## config.mk

```make
export PLATFORM = sky130hd
export DESIGN_NAME = rggen_axi4lite_bus_bridge_flat
export DESIGN_NICKNAME = d
export VERILOG_FILES = /design/src/rtl/rggen_rtl_pkg.sv /design/src/rtl/rggen_axi4lite_if.sv /design/src/rtl/rggen_axi4lite_bus_bridge.sv /design/src/flat_wrapper.sv
export SDC_FILE = /design/constraint.sdc
export NUM_CORES = 1
export LEC_CHECK = 0
export CAP_MARGIN = 20
export CELL_PAD_IN_SITES_DETAIL_PLACEMENT = 0
export CELL_PAD_IN_SITES_GLOBAL_PLACEMENT = 2
export CORE_MARGIN = 2
export CORE_UTILIZATION = 22
export CTS_BUF_LIST = sky130_fd_sc_hd__clkbuf_8
export CTS_CLUSTER_DIAMETER = 100
export DETAILED_ROUTE_END_ITERATION = 10
export PLACE_DENSITY = 0.95
export SLEW_MARGIN = 10
export SYNTH_ARGS = -nofsm -noshare
export SYNTH_HDL_FRONTEND = slang
export SYNTH_SLANG_ARGS = --single-unit
```

## constraint.sdc

```tcl
create_clock -name i_clk -period 2.56 [get_ports i_clk]
set_input_delay 0.384 -clock i_clk [delete_from_list [all_inputs] [get_ports i_clk]]
set_output_delay 0.384 -clock i_clk [all_outputs]
set_load 0.005 [all_outputs]
```

## src/rtl/rggen_rtl_pkg.sv

```systemverilog
// rggen_rtl_pkg: shared bridge FSM state type, bus response codes and width helper.
package rggen_rtl_pkg;
    typedef enum logic [1:0] {
        IDLE,
        BUS_ACCESS,
        RESPONSE
    } rggen_bridge_state_e;

    localparam logic [1:0] OKAY   = 2'b00;
    localparam logic [1:0] SLVERR = 2'b10;
    localparam logic [1:0] DECERR = 2'b11;

    function automatic int rggen_clip_width(input int width);
        return (width > 0) ? width : 1;
    endfunction
endpackage

```

## src/rtl/rggen_axi4lite_if.sv

```systemverilog
// rggen_axi4lite_if: AXI4-Lite channel bundle with master/slave modports.
interface rggen_axi4lite_if
    import rggen_rtl_pkg::*;
#(
    parameter int ID_WIDTH      = 0,
    parameter int ADDRESS_WIDTH = 16,
    parameter int BUS_WIDTH     = 32
);
    localparam int IDW = rggen_clip_width(ID_WIDTH);

    logic                     awvalid;
    logic                     awready;
    logic [IDW-1:0]           awid;
    logic [ADDRESS_WIDTH-1:0] awaddr;
    logic                     wvalid;
    logic                     wready;
    logic [BUS_WIDTH-1:0]     wdata;
    logic [BUS_WIDTH/8-1:0]   wstrb;
    logic                     bvalid;
    logic                     bready;
    logic [IDW-1:0]           bid;
    logic [1:0]               bresp;
    logic                     arvalid;
    logic                     arready;
    logic [IDW-1:0]           arid;
    logic [ADDRESS_WIDTH-1:0] araddr;
    logic                     rvalid;
    logic                     rready;
    logic [IDW-1:0]           rid;
    logic [1:0]               rresp;
    logic [BUS_WIDTH-1:0]     rdata;

    modport master (
        output awvalid, awid, awaddr, wvalid, wdata, wstrb, bready,
        output arvalid, arid, araddr, rready,
        input  awready, wready, bvalid, bid, bresp,
        input  arready, rvalid, rid, rresp, rdata
    );

    modport slave (
        input  awvalid, awid, awaddr, wvalid, wdata, wstrb, bready,
        input  arvalid, arid, araddr, rready,
        output awready, wready, bvalid, bid, bresp,
        output arready, rvalid, rid, rresp, rdata
    );
endinterface

```

## src/rtl/rggen_axi4lite_bus_bridge.sv

```systemverilog
// rggen_axi4lite_bus_bridge: AXI4-Lite slave to simple register bus, one transaction in flight.
// Define RGGEN_AXI4LITE_BRIDGE_WRITE_PRIORITY_EN to let writes win simultaneous eligibility.
module rggen_axi4lite_bus_bridge
    import rggen_rtl_pkg::*;
#(
    parameter int ID_WIDTH      = 0,
    parameter int ADDRESS_WIDTH = 16,
    parameter int BUS_WIDTH     = 32
)(
    input  logic                     i_clk,
    input  logic                     i_rst,
    rggen_axi4lite_if.slave          axi4lite_if,
    output logic                     o_bus_valid,
    output logic                     o_bus_write,
    output logic [ADDRESS_WIDTH-1:0] o_bus_address,
    output logic [BUS_WIDTH-1:0]     o_bus_write_data,
    output logic [BUS_WIDTH/8-1:0]   o_bus_strobe,
    input  logic                     i_bus_ready,
    input  logic [1:0]               i_bus_status,
    input  logic [BUS_WIDTH-1:0]     i_bus_read_data
);
    localparam int IDW = rggen_clip_width(ID_WIDTH);
    localparam int LSB = $clog2(BUS_WIDTH / 8);
    localparam logic [ADDRESS_WIDTH-1:0] ADDR_MASK = ~ADDRESS_WIDTH'((1 << LSB) - 1);

    rggen_bridge_state_e      r_state;
    logic                     r_write;
    logic [ADDRESS_WIDTH-1:0] r_address;
    logic [BUS_WIDTH-1:0]     r_write_data;
    logic [BUS_WIDTH/8-1:0]   r_strobe;
    logic [IDW-1:0]           r_id;
    logic [1:0]               r_status;
    logic [BUS_WIDTH-1:0]     r_read_data;

    logic w_idle;
    logic w_write_eligible;
    logic w_read_eligible;
    logic w_write_sel;
    logic w_read_sel;
    logic w_accept;
    logic w_response_done;

    assign w_idle           = r_state == IDLE;
    assign w_write_eligible = axi4lite_if.awvalid && axi4lite_if.wvalid;
    assign w_read_eligible  = axi4lite_if.arvalid;
`ifdef RGGEN_AXI4LITE_BRIDGE_WRITE_PRIORITY_EN
    assign w_write_sel = w_write_eligible;
    assign w_read_sel  = w_read_eligible && !w_write_eligible;
`else
    assign w_read_sel  = w_read_eligible;
    assign w_write_sel = w_write_eligible && !w_read_eligible;
`endif
    assign w_accept        = w_idle && (w_write_sel || w_read_sel);
    assign w_response_done = r_write ? axi4lite_if.bready : axi4lite_if.rready;

    assign axi4lite_if.awready = w_idle && w_write_sel;
    assign axi4lite_if.wready  = w_idle && w_write_sel;
    assign axi4lite_if.arready = w_idle && w_read_sel;
    assign axi4lite_if.bvalid  = (r_state == RESPONSE) && r_write;
    assign axi4lite_if.rvalid  = (r_state == RESPONSE) && !r_write;
    assign axi4lite_if.bid     = r_id;
    assign axi4lite_if.rid     = r_id;
    assign axi4lite_if.bresp   = r_status;
    assign axi4lite_if.rresp   = r_status;
    assign axi4lite_if.rdata   = r_read_data;

    assign o_bus_valid      = r_state == BUS_ACCESS;
    assign o_bus_write      = r_write;
    assign o_bus_address    = r_address;
    assign o_bus_write_data = r_write_data;
    assign o_bus_strobe     = r_strobe;

    always_ff @(posedge i_clk) begin
        if (i_rst) begin
            r_state      <= IDLE;
            r_write      <= 1'b0;
            r_address    <= '0;
            r_write_data <= '0;
            r_strobe     <= '0;
            r_id         <= '0;
            r_status     <= OKAY;
            r_read_data  <= '0;
        end else begin
            case (r_state)
                IDLE: if (w_accept) begin
                    r_state      <= BUS_ACCESS;
                    r_write      <= w_write_sel;
                    r_address    <= (w_write_sel ? axi4lite_if.awaddr : axi4lite_if.araddr) & ADDR_MASK;
                    r_write_data <= w_write_sel ? axi4lite_if.wdata : '0;
                    r_strobe     <= w_write_sel ? axi4lite_if.wstrb : '1;
                    r_id         <= w_write_sel ? axi4lite_if.awid : axi4lite_if.arid;
                end
                BUS_ACCESS: if (i_bus_ready) begin
                    r_state     <= RESPONSE;
                    r_status    <= i_bus_status;
                    r_read_data <= r_write ? r_read_data : i_bus_read_data;
                end
                RESPONSE: if (w_response_done) r_state <= IDLE;
                default: r_state <= IDLE;
            endcase
        end
    end
endmodule

```

## src/flat_wrapper.sv

```systemverilog
// flat-port wrapper written by rule: the top's interface ports become plain ports
module rggen_axi4lite_bus_bridge_flat import rggen_rtl_pkg::*;
#(
    parameter int ID_WIDTH      = 0,
    parameter int ADDRESS_WIDTH = 16,
    parameter int BUS_WIDTH     = 32
)
  (i_clk, i_rst, o_bus_valid, o_bus_write, o_bus_address, o_bus_write_data, o_bus_strobe, i_bus_ready, i_bus_status, i_bus_read_data, axi4lite_if_awvalid, axi4lite_if_awid, axi4lite_if_awaddr, axi4lite_if_wvalid, axi4lite_if_wdata, axi4lite_if_wstrb, axi4lite_if_bready, axi4lite_if_arvalid, axi4lite_if_arid, axi4lite_if_araddr, axi4lite_if_rready, axi4lite_if_awready, axi4lite_if_wready, axi4lite_if_bvalid, axi4lite_if_bid, axi4lite_if_bresp, axi4lite_if_arready, axi4lite_if_rvalid, axi4lite_if_rid, axi4lite_if_rresp, axi4lite_if_rdata);
  rggen_axi4lite_if #(.ID_WIDTH(ID_WIDTH), .ADDRESS_WIDTH(ADDRESS_WIDTH), .BUS_WIDTH(BUS_WIDTH)) axi4lite_if_i ();
  input  logic i_clk;
  input  logic i_rst;
  output logic o_bus_valid;
  output logic o_bus_write;
  output logic [ADDRESS_WIDTH-1:0] o_bus_address;
  output logic [BUS_WIDTH-1:0] o_bus_write_data;
  output logic [BUS_WIDTH/8-1:0] o_bus_strobe;
  input  logic i_bus_ready;
  input  logic [1:0] i_bus_status;
  input  logic [BUS_WIDTH-1:0] i_bus_read_data;
  input wire logic [$bits(axi4lite_if_i.awvalid)-1:0] axi4lite_if_awvalid;
  input wire logic [$bits(axi4lite_if_i.awid)-1:0] axi4lite_if_awid;
  input wire logic [$bits(axi4lite_if_i.awaddr)-1:0] axi4lite_if_awaddr;
  input wire logic [$bits(axi4lite_if_i.wvalid)-1:0] axi4lite_if_wvalid;
  input wire logic [$bits(axi4lite_if_i.wdata)-1:0] axi4lite_if_wdata;
  input wire logic [$bits(axi4lite_if_i.wstrb)-1:0] axi4lite_if_wstrb;
  input wire logic [$bits(axi4lite_if_i.bready)-1:0] axi4lite_if_bready;
  input wire logic [$bits(axi4lite_if_i.arvalid)-1:0] axi4lite_if_arvalid;
  input wire logic [$bits(axi4lite_if_i.arid)-1:0] axi4lite_if_arid;
  input wire logic [$bits(axi4lite_if_i.araddr)-1:0] axi4lite_if_araddr;
  input wire logic [$bits(axi4lite_if_i.rready)-1:0] axi4lite_if_rready;
  output wire logic [$bits(axi4lite_if_i.awready)-1:0] axi4lite_if_awready;
  output wire logic [$bits(axi4lite_if_i.wready)-1:0] axi4lite_if_wready;
  output wire logic [$bits(axi4lite_if_i.bvalid)-1:0] axi4lite_if_bvalid;
  output wire logic [$bits(axi4lite_if_i.bid)-1:0] axi4lite_if_bid;
  output wire logic [$bits(axi4lite_if_i.bresp)-1:0] axi4lite_if_bresp;
  output wire logic [$bits(axi4lite_if_i.arready)-1:0] axi4lite_if_arready;
  output wire logic [$bits(axi4lite_if_i.rvalid)-1:0] axi4lite_if_rvalid;
  output wire logic [$bits(axi4lite_if_i.rid)-1:0] axi4lite_if_rid;
  output wire logic [$bits(axi4lite_if_i.rresp)-1:0] axi4lite_if_rresp;
  output wire logic [$bits(axi4lite_if_i.rdata)-1:0] axi4lite_if_rdata;
  assign axi4lite_if_i.awvalid = axi4lite_if_awvalid;
  assign axi4lite_if_i.awid = axi4lite_if_awid;
  assign axi4lite_if_i.awaddr = axi4lite_if_awaddr;
  assign axi4lite_if_i.wvalid = axi4lite_if_wvalid;
  assign axi4lite_if_i.wdata = axi4lite_if_wdata;
  assign axi4lite_if_i.wstrb = axi4lite_if_wstrb;
  assign axi4lite_if_i.bready = axi4lite_if_bready;
  assign axi4lite_if_i.arvalid = axi4lite_if_arvalid;
  assign axi4lite_if_i.arid = axi4lite_if_arid;
  assign axi4lite_if_i.araddr = axi4lite_if_araddr;
  assign axi4lite_if_i.rready = axi4lite_if_rready;
  assign axi4lite_if_awready = axi4lite_if_i.awready;
  assign axi4lite_if_wready = axi4lite_if_i.wready;
  assign axi4lite_if_bvalid = axi4lite_if_i.bvalid;
  assign axi4lite_if_bid = axi4lite_if_i.bid;
  assign axi4lite_if_bresp = axi4lite_if_i.bresp;
  assign axi4lite_if_arready = axi4lite_if_i.arready;
  assign axi4lite_if_rvalid = axi4lite_if_i.rvalid;
  assign axi4lite_if_rid = axi4lite_if_i.rid;
  assign axi4lite_if_rresp = axi4lite_if_i.rresp;
  assign axi4lite_if_rdata = axi4lite_if_i.rdata;
  rggen_axi4lite_bus_bridge #(.ID_WIDTH(ID_WIDTH), .ADDRESS_WIDTH(ADDRESS_WIDTH), .BUS_WIDTH(BUS_WIDTH)) u_core (.i_clk(i_clk), .i_rst(i_rst), .axi4lite_if(axi4lite_if_i), .o_bus_valid(o_bus_valid), .o_bus_write(o_bus_write), .o_bus_address(o_bus_address), .o_bus_write_data(o_bus_write_data), .o_bus_strobe(o_bus_strobe), .i_bus_ready(i_bus_ready), .i_bus_status(i_bus_status), .i_bus_read_data(i_bus_read_data));
endmodule
```

## Yosys cells after proc, flatten, opt, wreduce, memory -nomap -nowiden

Cells that the tools add are included.

- Flip-flop bits (word level): 88
- Latch bits: 0
- Memory bits (writable): 0
- Memory bits (read-only): 0
- Input port bits: 112
- Output and inout bits: 97
- Logic and storage cells: 38
- Memories: 0

- $add $sub $neg: 0
- Multipliers: 0
- Div/mod/pow operators: 0
- Magnitude comparators: 0
- Equality and inequality tests: 5
- Shift-type cells: 0
- Mux-type cells: 9
- Bitwise operators: 1
- Reductions and logical operators: 15

Operator list:

| operator | number |
|---|---|
| 2-to-1 mux 32 bit | 1 |
| 2-to-1 mux 16 bit | 1 |
| logical AND 1 bit | 7 |
| 2-to-1 mux 2 bit | 3 |
| case mux 2 bit (3 select lines) | 1 |
| AND reduction 3 bit | 2 |
| 2-to-1 mux 4 bit | 1 |
| inequality test 2 x 1 -> 1 bit, second input constant | 2 |
| AND reduction 2 bit | 2 |
| == test 2 x 1 -> 1 bit, second input constant | 1 |
| == test 2 bit, second input constant | 1 |
| logical NOT 1 bit | 2 |
| logical NOT 2 bit | 1 |
| 2-to-1 mux 1 bit | 2 |
| inequality test 2 bit, second input constant | 1 |
| logical OR 1 bit | 1 |
| inverter 1 bit | 1 |

## Logic depth before layout (Yosys ltp)

- Depth after elaboration: 6
- Gate-level depth with buffers: 6
- Depth with buffers taken out: 3

## Least setup slack after synthesis

OpenSTA, ideal clock, no wires.

- Path kind: register to output
- Start point: reg u_core.r_state[1]
- End point: out axi4lite_if_wready
- Data arrival time: 1.183 ns
- Data required time: 2.176 ns
- Slack: 0.993 ns
- Cell stages (with the launch flop): 6
- Path buffers: 3
- Cells stage by stage: dfxtp_1 or2_1 buf_6 nor3_2 buf_6 buf_4

- Cells in the longest elaborated chain, start to end: 2

RTL lines:

| what | RTL line | text |
|---|---|---|
| start: declaration | rggen_axi4lite_bus_bridge.sv:26 | `rggen_bridge_state_e r_state;` |
| start signal: assignment | rggen_axi4lite_bus_bridge.sv:75 | `r_state <= IDLE;` |
| start signal: assignment | rggen_axi4lite_bus_bridge.sv:86 | `r_state <= BUS_ACCESS;` |
| start signal: assignment | rggen_axi4lite_bus_bridge.sv:94 | `r_state <= RESPONSE;` |
| logical NOT 2 bit | rggen_axi4lite_bus_bridge.sv:43 | `assign w_idle = r_state == IDLE;` |
| logical AND 1 bit | n/a |  |
| end: declaration | flat_wrapper.sv:32 | `output wire logic [$bits(axi4lite_if_i.wready)-1:0] axi4lite_if_wready;` |

Every way passes these cells.

## Final worst setup path

- Start point: reg u_core.r_state[0]
- End point: out axi4lite_if_awready

- Cells in the longest elaborated chain, start to end: 2

RTL lines:

| what | RTL line | text |
|---|---|---|
| logical NOT 2 bit | rggen_axi4lite_bus_bridge.sv:43 |  |
| logical AND 1 bit | rggen_axi4lite_bus_bridge.sv:56 | `assign axi4lite_if.awready = w_idle && w_write_sel;` |
| end: declaration | flat_wrapper.sv:31 | `output wire logic [$bits(axi4lite_if_i.awready)-1:0] axi4lite_if_awready;` |

Every way passes these cells.

==> flow_metrics.tcl <==
set metrics [dict create \
    via_per_inst 4.44 \
    vdd_drop_max_mv 0.491 \
    nFillCells 1446 \
    grt_antenna_before_repair 0 \
    setup-tns-final_ns 0 \
    io_buffer_count 202 \
    cts_resized 0 \
    slew_headroom 0.656 \
    r2r-end "u_core.o_bus_write_data[29]" \
    clock_latency_ns 0.38 \
    fin_area_sq_um 5660 \
    num-nets-final 652 \
    cts_tree "done" \
    hold_path.class "input port to flip-flop" \
    cts.clk_slew.worst_paths_ns 0.10 \
    hp-start "i_rst" \
    final_hold_viol_count 0 \
    tightest_slew_ns 0.516 \
    ant_nets 0 \
    layout.area.seq_sq_um 1760 \
    crit_arrival_ns 1.87 \
    r2r_cells 5 \
    cts-htree-levels 3 \
    drc_errors 0 \
    cts_made_buffers 9 \
    avgSynthCellArea_sq_um 9.50 \
    maxCapViolations 0 \
    power_frac_clock 0.319 \
    hold_depth 2 \
    required_ns 2.18 \
    first_iter_violations 107 \
    num_rows 44 \
    min_period_ns 2.26 \
    mostFrequentLayoutCells "201 x clkdlybuf4s50_1, 88 x dfxtp_1, 65 x nand2_1" \
    seqPwrFrac 0.489 \
    place_inst 713 \
    synth.largest_area_cell "dfxtp_1" \
    die-height_microns 127 \
    track_usage 0.130 \
    routed_wl_microns 10700 \
    grt-ovfl-total 0 \
    netlist_instances 351 \
    clock-sinks 88 \
    rrSetupSlack_ns 0.81 \
    fin_crit_sh 0.882 \
    synth_top_area_share 0.528 \
    power_switching_mw 0.852 \
    status "finished, final reports clean" \
    yosysWarnings 0 \
    drt_first_pass_iters 4 \
    num_antenna_cells 0 \
    worst_setup_path_end_kind "primary output" \
    hold_slack_ns 0.383 \
    area_growth_pct 69.7 \
    final_cells 729 \
    synth_area_leaders "dfxtp_1 53%, a22o_1 8.4%, a21oi_1 8.0%, nand2_1 7.3%, nor3b_1 3.6%" \
    grt_max_degree 47 \
    skew_ns 0.00792 \
    grt_pass1_vias 3280 \
    core-area_sq_um 14600 \
    via_count 3238 \
    fmaxAchievable_ghz 0.443 \
    rsz0062_at_grt "false" \
    cp-start-kind "flip-flop" \
    syn_area_sq_um 3330 \
    power_density_nw_per_um2 538 \
    drive_gt1_frac 0.0716 \
    p_comb_frac 0.193 \
    gp_congestion 0.716 \
    cts_buffer_depth 2 \
    ys_ff_latch 88 \
    num_io_pins 209 \
    netlist-cell-type-count 28 \
    cts-root-buf "clkbuf_8" \
    report.final.slew_viol_count 0 \
    cts_setup_buffers 0 \
    switching_share 0.280 \
    setup_viol 0 \
    dieArea_sq_um 16200 \
    dpl-instance-area_sq_um 5460 \
    internal_power_mw 2.19 \
    power.leakage_nw 2.07 \
    grt_pass1_wl_microns 16600 \
    layout_commonest_cell "clkdlybuf4s50_1" \
    cts_hold_buf 0 \
    start_util 0.228 \
    crit_type "flip-flop to primary output" \
    multi_input_area_sq_um 1290 \
    min_to "u_core.axi4lite_if.rdata[7]" \
    die_width_microns 127 \
    yosysSeqAreaShare 0.528 \
    reg2reg_from "u_core.r_state[0]" \
    critPathMaxFanout 11 \
    wl_per_cell_microns 14.7 \
    hpwlAfterDp_microns 7750 \
]
## cell usage after synthesis (all sizes together)
library cell and count:
dfxtp 88, nand2 65, a21oi 53, a22o 32, buf 22, inv 19, a2111oi 16, nor3b 16
clkbuf 15, a211oi 4, nor2 4, mux2i 3, nand3b 2, a21boi 1, a21o 1, and2 1
and2b 1, and3b 1, and4bb 1, conb 1, nand4bb 1, nor3 1, nor4 1, o21ba 1
or2 1
## worst max path at each step
stage	start	endpoint	slack [ns]	cells past startpoint
6_report	u_core.r_state[0]	axi4lite_if_awready	0.30	3
5_1_grt	u_core.r_state[0]	axi4lite_if_wready	0.19	3
4_1_cts	u_core.r_state[0]	axi4lite_if_awready	0.26	3
3_5_place_dp	axi4lite_if_arvalid	u_core.o_bus_address[14]	0.28	5
3_3_place_gp	axi4lite_if_awvalid	axi4lite_if_wready	0.36	4
2_1_floorplan	u_core.r_state[1]	axi4lite_if_wready	0.99	5
## critical path, cell delays in order (launching register included)
cell	delay, ns
dfxtp_1	0.41
or2_1	0.28
nor3_2	0.26
clkdlybuf4s50_1	0.56
## power by group through the flow
stage | Combinational [mW] | Clock, mW | Sequential [mW]
floorplan | 0.219 | 0 | 1.52
global placement | 0.582 | 0 | 1.52
detailed placement | 0.591 | 0 | 1.52
CTS | 0.594 | 1.03 | 1.49
global route | 0.635 | 1.08 | 1.50
finish | 0.586 | 0.971 | 1.49
## cell type report
cell class,instances,share of cell area
timing repair buffer,214,0.372
sequential,88,0.311
multi-input combinational,208,0.228
tap,184,0.0407
clock buffer,9,0.0219
clock inverter,7,0.0128
inverter,19,0.0126
## state kept, by name, summed over array words and instances, names as in the netlist
register                  count
u_core.axi4lite_if.rdata     32
u_core.o_bus_write_data      32
u_core.o_bus_address         14
u_core.o_bus_strobe           4
u_core.axi4lite_if.bresp      2
u_core.r_state                2
u_core.axi4lite_if.bid        1
u_core.o_bus_write            1
## stage by stage
stage	power, mW	worst slack (ns)	utilization
detailed placement	2.11	0.284	0.373
global route	3.22	0.194	0.386
global placement	2.10	0.360	0.373
floorplan	1.74	0.993	-
finish	3.04	0.302	0.386
CTS	3.11	0.261	0.386
## routing by layer
layer  global-route usage  routed length, microns  up-vias
li1                     -                       -     1594
met5                    0                       0        -
met4               0.0459                     210        0
met1                0.141                    4370     1497
met3               0.0582                     998       15
met2                0.225                    5150      132
## cell families (layout without fill, tap and decap cells)
kind of cell,Yosys count,in the layout,share of synthesized area
other,1,2,0.00112
AND/OR/NAND/NOR,95,95,0.143
AO/OA/AOI/OAI,108,108,0.232
multiplexers,3,3,0.00901
buffers and inverters,56,249,0.0867
flip-flops,88,88,0.528
Power figures use the tool's default switching activity.
